===== config.mk =====
export PLATFORM = sky130hd
export DESIGN_NAME = pipelined_cla_addsub
export DESIGN_NICKNAME = d
export VERILOG_FILES = /design/src/rtl/cla_pkg.sv /design/src/rtl/pipelined_cla_addsub_group.sv /design/src/rtl/pipelined_cla_addsub.sv
export SDC_FILE = /design/constraint.sdc
export NUM_CORES = 1
export LEC_CHECK = 0
export BUFFER_PORTS_ARGS = -buffer_cell sky130_fd_sc_hd__buf_2
export CAP_MARGIN = 0
export CORE_AREA = 2 2 128 130
export CTS_BUF_LIST = sky130_fd_sc_hd__clkbuf_2
export DETAILED_ROUTE_END_ITERATION = 8
export DIE_AREA = 0 0 130 132
export PLACE_DENSITY = 0.76
export SYNTH_ARGS = -nofsm -noshare
export SYNTH_HDL_FRONTEND = slang
export SYNTH_SLANG_ARGS = --single-unit

===== constraint.sdc =====
create_clock -name clk -period 1.8 [get_ports clk]
set_input_delay 0.09 -clock clk [delete_from_list [all_inputs] [get_ports clk]]
set_output_delay 0.09 -clock clk [all_outputs]
set_load 0.03 [all_outputs]

===== src/rtl/cla_pkg.sv =====
// cla_pkg: shared carry-lookahead helpers and parameter checks for pipelined_cla_addsub
`define CLA_CHECK_DIVISIBLE(W, B) \
  if (((W) % (B)) != 0 || (B) < 2 || (B) > cla_pkg::CLA_MAX_BLOCK || (W) < cla_pkg::CLA_MIN_WIDTH) begin : g_cla_param_check \
    $error("cla: WIDTH must be a multiple of BLOCK, BLOCK in 2..64, WIDTH >= 4"); \
  end

package cla_pkg;
  localparam int CLA_MIN_WIDTH = 4;
  localparam int CLA_MAX_BLOCK = 64;

  // Sum-of-products lookahead: carry into bit i+1 is any lower generate whose
  // propagate chain reaches bit i, or cin when the whole chain propagates.
  function automatic logic [CLA_MAX_BLOCK:0] cla_group_carries(
    input logic [CLA_MAX_BLOCK-1:0] g,
    input logic [CLA_MAX_BLOCK-1:0] p,
    input logic cin,
    input int unsigned n = CLA_MAX_BLOCK
  );
    logic [CLA_MAX_BLOCK:0] c;
    logic run_p;
    c = '0;
    c[0] = cin;
    for (int i = 0; i < int'(n); i++) begin
      run_p = 1'b1;
      for (int j = i; j >= 0; j--) begin
        c[i+1] = c[i+1] | (g[j] & run_p);
        run_p = run_p & p[j];
      end
      c[i+1] = c[i+1] | (cin & run_p);
    end
    return c;
  endfunction
endpackage


===== src/rtl/pipelined_cla_addsub_group.sv =====
// cla_group: combinational BLOCK-bit carry-lookahead group with group generate/propagate
module cla_group
  import cla_pkg::*;
#(
  parameter int BLOCK = 8
) (
  input  logic [BLOCK-1:0] a_slice,
  input  logic [BLOCK-1:0] b_slice,
  input  logic             c_in,
  output logic [BLOCK-1:0] sum_slice,
  output logic             c_out,
  output logic             grp_g,
  output logic             grp_p
);
  logic [BLOCK-1:0] g, p;
  logic [CLA_MAX_BLOCK-1:0] g_ext, p_ext;
  logic [BLOCK:0] c, c0;
  // bit g/p, carries from c_in for the sum, carries from zero for the group generate
  always_comb begin
    g = a_slice & b_slice;
    p = a_slice ^ b_slice;
    g_ext = '0;
    p_ext = '0;
    g_ext[BLOCK-1:0] = g;
    p_ext[BLOCK-1:0] = p;
    c = (BLOCK+1)'(cla_group_carries(g_ext, p_ext, c_in, BLOCK));
    c0 = (BLOCK+1)'(cla_group_carries(g_ext, p_ext, 1'b0, BLOCK));
    sum_slice = p ^ c[BLOCK-1:0];
    c_out = c[BLOCK];
    grp_g = c0[BLOCK];
    grp_p = &p;
  end
endmodule


===== src/rtl/pipelined_cla_addsub.sv =====
// pipelined_cla_addsub: valid/ready pipelined CLA adder/subtractor, one BLOCK group per stage.
// Optional macro CLA_STATUS_FLAGS_EN adds registered zero/neg outputs.
module pipelined_cla_addsub
  import cla_pkg::*;
#(
  parameter int WIDTH = 32,
  parameter int BLOCK = 8
) (
  input  logic             clk,
  input  logic             rst_n,
  input  logic             in_valid,
  output logic             in_ready,
  input  logic [WIDTH-1:0] a,
  input  logic [WIDTH-1:0] b,
  input  logic             cin,
  input  logic             sub,
  output logic             out_valid,
  input  logic             out_ready,
  output logic [WIDTH-1:0] s,
  output logic             cout,
  output logic             overflow
`ifdef CLA_STATUS_FLAGS_EN
  ,
  output logic             zero,
  output logic             neg
`endif
);
  localparam int STAGES = WIDTH / BLOCK;
  localparam int L = STAGES - 1;

  `CLA_CHECK_DIVISIBLE(WIDTH, BLOCK)

  logic advance;

  for (genvar k = 0; k < STAGES; k++) begin : g_stage
    logic [WIDTH-1:0] a_i, b_i, s_i, s_nx, a_q, b_q, s_q;
    logic c_i, v_i, sub_i, c_q, v_q, sub_q;
    logic [BLOCK-1:0] sum;
    logic c_out, grp_g, grp_p, unused_c_out;
    if (k == 0) begin : g_in
      assign a_i = a;
      assign b_i = sub ? ~b : b;
      assign s_i = '0;
      assign c_i = sub | cin;
      assign v_i = in_valid;
      assign sub_i = sub;
    end else begin : g_in
      assign a_i = g_stage[k-1].a_q;
      assign b_i = g_stage[k-1].b_q;
      assign s_i = g_stage[k-1].s_q;
      assign c_i = g_stage[k-1].c_q;
      assign v_i = g_stage[k-1].v_q;
      assign sub_i = g_stage[k-1].sub_q;
    end
    cla_group #(.BLOCK(BLOCK)) u_group (
      .a_slice  (a_i[k*BLOCK +: BLOCK]),
      .b_slice  (b_i[k*BLOCK +: BLOCK]),
      .c_in     (c_i),
      .sum_slice(sum),
      .c_out    (c_out),
      .grp_g    (grp_g),
      .grp_p    (grp_p)
    );
    assign unused_c_out = c_out;
    // merge this group's sum bits into the deskewed partial result
    always_comb begin
      s_nx = s_i;
      s_nx[k*BLOCK +: BLOCK] = sum;
    end
    // move the beat one stage forward whenever the whole pipeline advances
    always_ff @(posedge clk or negedge rst_n)
      if (!rst_n) begin
        v_q   <= 1'b0;
        a_q   <= '0;
        b_q   <= '0;
        s_q   <= '0;
        c_q   <= 1'b0;
        sub_q <= 1'b0;
      end else if (advance) begin
        v_q   <= v_i;
        a_q   <= a_i;
        b_q   <= b_i;
        s_q   <= s_nx;
        c_q   <= grp_g | (grp_p & c_i);
        sub_q <= sub_i;
      end
  end

  logic ovf_q, unused_tail;
  assign out_valid = g_stage[L].v_q;
  assign advance = ~out_valid | out_ready;
  assign in_ready = advance;
  assign s = g_stage[L].s_q;
  assign cout = g_stage[L].c_q;
  assign overflow = ovf_q;
  assign unused_tail = ^{g_stage[L].a_q, g_stage[L].b_q, g_stage[L].sub_q};

  // signed overflow judged on the final sum against the operands actually added
  always_ff @(posedge clk or negedge rst_n)
    if (!rst_n) ovf_q <= 1'b0;
    else if (advance) ovf_q <= (g_stage[L].a_i[WIDTH-1] == g_stage[L].b_i[WIDTH-1]) &
                               (g_stage[L].s_nx[WIDTH-1] != g_stage[L].a_i[WIDTH-1]);

`ifdef CLA_STATUS_FLAGS_EN
  logic zero_q, neg_q;
  assign zero = zero_q;
  assign neg = neg_q;
  // status flags registered with the result so they share its timing
  always_ff @(posedge clk or negedge rst_n)
    if (!rst_n) begin
      zero_q <= 1'b0;
      neg_q  <= 1'b0;
    end else if (advance) begin
      zero_q <= ~|g_stage[L].s_nx;
      neg_q  <= g_stage[L].s_nx[WIDTH-1];
    end
`endif
endmodule


==> reports/qor.yml, run 1 <==
status:
  outcome: "finished, violations left"
  failed_checks: "negative setup slack"
yosys:
  yosys.area.top_type_share_pct: 55.6
  yosysUniqueCellTypes: 51
  synthFlopType: "dfrtp_1"
  yosysTopAreaCell: "dfrtp_1"
  ys_seq_elements: 185
  netlist_top_cells_count: "nand2_1, dfrtp_1, o21ai_0"
  synth_cells: 890
  yosys-top-cells-area: "dfrtp_1, nand2_1, ha_1"
  ys_seq_area_share_pct: 55.6
  synth_warnings: 0
  synth-edff-count: 0
  syn_area_um2: 8330
  yosysMostFrequentCell: "nand2_1"
  avgSynthCellArea_um2: 9.36
  syn_nets: 996
  ys_async_sr_fraction_pct: 100
final_layout:
  syn_to_final_growth_pct: 32.0
  drive_gt1_share_pct: 18.3
  nets: 1241
  fillers: 1132
  fin_cells: 1365
  finalInstanceArea_um2: 11000
global_route:
  grt_pass1_wl_mm: 32.1
  grt_max_degree: 70
  grt_pass1_vias: 6752
  antenna_found_initial: 1
  overflow: 0
  grtUsageTotal_pct: 23.5
timing:
  final.period_utilization_pct: 101
  fmax_mhz: 551
  setup_ws_ps: -14.4
  fin_crit_ps: 1810
  setup_tns_ps: -14.4
  slew_headroom_pct: 65.0
  timing.final.max_slew_violations: 0
  rsz0062_at_grt: "true"
  finalHoldViolCount: 0
  setup_violations: 1
  holdWs_ps: 54.9
  tightest_slew_ps: 525
  skew_ps: 30.9
die:
  initial_utilization_pct: 53.0
  die_w_um: 130
  coreArea_um2: 15700
  top_level_ports: 106
  rows: 46
  die_height_um: 132
  die-area_um2: 17200
placement:
  place_area_um2: 9190
  dp_cells: 1191
  io_buffers: 105
  gp_congestion: 0.875
  dp_hpwl_mm: 11.2
cts:
  cts_tree: "done"
  cts_max_path_buffers: 2
  htree_num_levels: 4
  cts_sinks: 185
  path_clk_slew_ps: 280
  cts_made_buffers: 17
  insertion_delay_ps: 780
  ctsRootBufferMaster: "clkbuf_2"
critical_path:
  criticalPathCategory: "in2reg"
  cp_num_buf_inv: 4
  worstPathMaxFanout: 1
  required_ps: 2510
  cp_slowest_stage_delay_ps: 560
  cp_top_family: "buffers and inverters"
  path_cells: "dlygate4sd3_1 > buf_2 > xor2_1 > ha_1 > dlygate4sd3_1 > nand2b_1 > dlygate4sd3_1 > o22a_1"
  endpoint_kind: "register"
  startpoint_type: "input pin"
  cp_slowest_cell: "dlygate4sd3_1"
  cpMostUsedCell: "dlygate4sd3_1"
  crit_arrival_ps: 2530
job:
  cap_viol_max_count: 0
pwr:
  power_density_nw_per_um2: 1580
  power_mw: 17.3
  ir_drop_uv: 848
  p_leak_nw: 5.54
routing:
  routed_wl_mm: 19.3
  vias: 6861
  routedWlPerCell_um: 14.1
  final_antenna_net_count: 0
  drc: 0
  drt_iter0_drc: 359
  drtPass1Iterations: 5
  viasPerCell: 5.03
worst_hold_path:
  min-delay-path-class: "in2reg"
## sequential cells by signal, indices dropped and copies added, names as in the netlist
name and cells:
g_stage.b_q 48, g_stage.c_q 3, g_stage.s_q 48, out_valid 1, s 32, g_stage.v_q 3
g_stage.a_q 48, overflow 1, cout 1
## power breakdown
part / switching, mW / internal, mW
clock network: 1.53 / 0.559
registers: 1.12 / 5.98
logic: 4.58 / 3.57
total: 7.24 / 10.1
## repair_timing
item                                    4_1_cts  5_1_grt
pin swaps                                     1       12
endpoints found under the setup margin        3       49
cloned                                        2        0
endpoints found under the hold margin       275        4
hold buffers                                130        2
setup buffers                                 5        6
resized for setup                             7       27
## path summary, 6_finish.rpt
kind                                        from                              to  slack [ps]  depth (start not counted)
hold reg to reg                s[24]$_DFFE_PN0P_               s[24]$_DFFE_PN0P_         500                          2
min in group asynchronous                  rst_n  g_stage[0].b_q[10]$_DFFE_PN0P_         320                          3
max in group asynchronous                  rst_n  g_stage[0].a_q[29]$_DFFE_PN0P_         800                          4
hold / removal                              b[5]   g_stage[0].s_q[6]$_DFFE_PN0P_          50                          6
setup reg to reg           out_valid$_DFFE_PN0P_               s[13]$_DFFE_PN0P_          40                          6
setup / recovery                            b[7]      g_stage[0].c_q$_DFFE_PN0P_         -10                          8
## final cells by class
| type | count | area (um^2) | share of cell area (%) |
|---|---|---|---|
| antenna | 1 | 2.50 | 0.0228 |
| clock buffer | 17 | 85.1 | 0.774 |
| clock inverter | 15 | 151 | 1.38 |
| inverter | 3 | 18.8 | 0.171 |
| multi-input combinational | 657 | 3600 | 32.7 |
| sequential | 185 | 4630 | 42.1 |
| tap | 216 | 270 | 2.46 |
| timing repair buffer | 270 | 2230 | 20.3 |
| timing repair inverter | 1 | 6.26 | 0.0569 |
## through the flow
stage,setup slack [ps],util [%]
CTS,-49.6,68.9
detailed placement,-14.9,58.5
floorplan,6.76,-
global placement,66.8,58.5
global route,-16.1,70.0
finish,-14.4,70.0
## per-layer routing
layer	part of all wire (%)	track usage, %	routed length (um)
met5	0	0	0
met4	2.4	8.60	464
met3	3.8	4.59	723
met2	49	37.8	9390
met1	45	31.9	8680
## worst reg2reg max path: cells and delay by family, from the launching register on
kind	cells	cell delay (ps)
flip-flops	1	450
buffers and inverters	3	930
AND/OR/NAND/NOR	3	350
## placed cells by master, fill, tap and decap left out, drive strengths merged, types with 2 or more instances in the layout
cell type,netlist,final
nand2,425,425
dfrtp,185,185
buf,29,139
dlygate4sd3,0,126
o21ai,45,45
xnor2,34,34
ha,32,32
a21oi,24,24
clkbuf,16,18
xor2,17,17
nor2,16,16
inv,3,14
a21o,9,9
o31ai,7,7
nand2b,4,4
fa,4,4
a211oi,4,4
nor3,3,3
dlymetal6s4s,0,3
o21bai,3,3
a21boi,3,3
o21a,3,3
nand3,2,2
or3,2,2
clkinvlp,0,2
nor2b,2,2
o211ai,2,2
clkinv,0,2
## cell families after synthesis
| logic type | after synthesis | synth area share (%) |
|---|---|---|
| AND/OR/NAND/NOR | 460 | 21.3 |
| flip-flops | 185 | 55.6 |
| AO/OA/AOI/OAI | 108 | 8.70 |
| XOR/XNOR | 51 | 5.36 |
| buffers and inverters | 48 | 3.06 |
| adder cells (fa/ha/maj) | 36 | 5.77 |
| multiplexers | 2 | 0.255 |
No activity file was read; power rests on OpenSTA's default activity.
==> run 2, diff against run 1 <==
Settings changed: GPL_TIMING_DRIVEN set to 0, TNS_END_PERCENT set to 1.
==> reports/qor.yml, run 2 (synthesis results as in run 1) <==
status:
  outcome: "finished, violations left"
  failed_checks: "negative setup slack"
timing:
  rsz0062_at_grt: "true"
  finalHoldViolCount: 0
  fmax_mhz: 510
  fin_crit_ps: 1960
  holdWs_ps: 27.4
  setup_ws_ps: -162
  timing.final.max_slew_violations: 0
  skew_ps: 49.6
  setup_violations: 13
  slew_headroom_pct: 62.3
  tightest_slew_ps: 565
  final.period_utilization_pct: 109
critical_path:
  startpoint_type: "register"
  worstPathMaxFanout: 10
  cp-startpoint: "out_valid$_DFFE_PN0P_"
  r2r_start: "out_valid$_DFFE_PN0P_"
  rr_endpoint: "g_stage[0].a_q[25]$_DFFE_PN0P_"
  ff2ff_setup_slack_ps: -160
  criticalPathCategory: "reg2reg"
  crit_arrival_ps: 2710
  crit_path_end: "g_stage[0].a_q[25]$_DFFE_PN0P_"
  required_ps: 2550
  endpoint_kind: "register"
  r2r_cells: 8
pwr:
  combinationalPowerShare_pct: 45.7
  p_int_mw: 9.49
  pwr-share-clk_pct: 11.9
  power.share.switching_pct: 43.6
  p_leak_nw: 5.49
  ir_drop_uv: 631
  seqPwrFrac_pct: 42.4
  power.switching_mw: 7.35
  power_density_nw_per_um2: 1560
placement:
  gp_congestion: 0.853
  io_buffers: 104
  dp_hpwl_mm: 13.2
cts:
  path_clk_slew_ps: 270
  cts_max_path_buffers: 2
  htree_num_levels: 4
  cts_made_buffers: 17
  ctsRootBufferMaster: "clkbuf_2"
  insertion_delay_ps: 810
  cts_sinks: 185
  cts_tree: "done"
job:
  cap_viol_max_count: 0
routing:
  drtPass1Iterations: 5
  vias: 7010
  final_antenna_net_count: 0
  routed_wl_mm: 21.8
  drt_iter0_drc: 452
  drc: 0
  routedWlPerCell_um: 15.9
  viasPerCell: 5.11
final_layout:
  final_util_pct: 68.7
  top_regs: "g_stage.a_q (48), g_stage.b_q (48), g_stage.s_q (48)"
  final_common_cell: "nand2_1"
  fillers: 1143
  layout_common_cells: "nand2_1, dfrtp_1, dlygate4sd3_1, buf_2, o21ai_0"
  drive_gt1_share_pct: 17.8
  nets: 1249
  syn_to_final_growth_pct: 29.6
die:
  initial_utilization_pct: 53.0
  coreArea_um2: 15700
  rows: 46
  die_w_um: 130
  die_height_um: 132
  die-area_um2: 17200
  top_level_ports: 106
global_route:
  grt_pass1_wl_mm: 35.5
  overflow: 0
  grt_max_degree: 118
  grt_pass1_vias: 7127
  antenna_found_initial: 1
  grtUsageTotal_pct: 26.9
worst_hold_path:
  min-delay-path-class: "in2reg"
-- run 2: cell types whose count changed in the layout (fill, tap and decap cells not counted), sizes merged, moves of 2 or more --
cell	previous run	this run
clkinv	2	5
dlygate4sd3	126	124
buf	139	135
inv	14	10
clkbuf	18	35
-- run 2: timing repair --
| item | CTS | global route |
|---|---|---|
| hold buffers | 125 | 1 |
| buffers inserted | 4 | 0 |
| gates cloned | 0 | 0 |
| endpoints found under the hold margin | 252 | 1 |
| resized for setup | 22 | 30 |
| pin swaps | 5 | 8 |
| endpoints found under the setup margin | 7 | 160 |
-- run 2: worst min-delay path by stage --
stage | startpoint | to | slack (ps) | cells past startpoint
after floorplan | rst_n | cout$_DFFE_PN0P_ | -210 | 0
after global placement | a[28] | g_stage[0].a_q[28]$_DFFE_PN0P_ | 290 | 3
after detailed placement | rst_n | g_stage[0].b_q[11]$_DFFE_PN0P_ | 70 | 1
after CTS | a[22] | g_stage[0].a_q[22]$_DFFE_PN0P_ | 5 | 4
after global routing | a[22] | g_stage[0].a_q[22]$_DFFE_PN0P_ | -7 | 4
final | a[22] | g_stage[0].a_q[22]$_DFFE_PN0P_ | 30 | 4
-- run 2: worst max-delay path, stage by stage, from the launching register on --
cell	delay, ps
dfrtp_1	470
nor2b_4	140
buf_6	130
inv_6	50
buf_4	130
buf_2	260
clkbuf_1	470
nand2_1	140
nand2_1	110
-- run 2: power groups by stage --
stage | Sequential, mW | Clock [mW] | Combinational (mW)
floorplan | 7.65 | 0 | 4.42
global placement | 7.12 | 0 | 6.75
detailed placement | 7.19 | 0 | 6.96
CTS | 7.08 | 2.02 | 7.45
global route | 7.36 | 2.20 | 8.55
finish | 7.13 | 2.01 | 7.70
-- run 2: cell type report --
cell class                 instances  area [um^2]  area share (%)
sequential                       185         4630            42.9
multi-input combinational        657         3520            32.5
timing repair buffer             235         1860            17.3
buffer                            44          284            2.63
tap                              216          270            2.50
clock inverter                    15          134            1.24
clock buffer                      17         85.1           0.788
inverter                           3         16.3           0.151
antenna                            1         2.50          0.0232
-- run 2: per-stage QoR --
| step | setup TNS (ps) | std cells | instance area [um^2] | worst slack, ps | power [mW] |
|---|---|---|---|---|---|
| 2_1_floorplan | 0 | 890 | 8340 | 6.76 | 12.1 |
| 6_report | -1300 | 1373 | 10800 | -162 | 16.8 |
| 3_3_place_gp | -418420 | 1210 | 9130 | -2270 | 13.9 |
| 5_1_grt | -2960 | 1373 | 10800 | -216 | 18.1 |
| 4_1_cts | -193 | 1372 | 10700 | -193 | 16.6 |
| 3_5_place_dp | -760 | 1211 | 9170 | -165 | 14.1 |
-- run 2: per-layer routing --
layer | GRT usage, % | share of wire (%) | vias up
li1 | - | - | 3360
met1 | 34.8 | 41 | 3342
met2 | 45.2 | 50 | 252
met3 | 4.22 | 5.5 | 56
met4 | 10.4 | 3.2 | 0
met5 | 0 | 0 | -
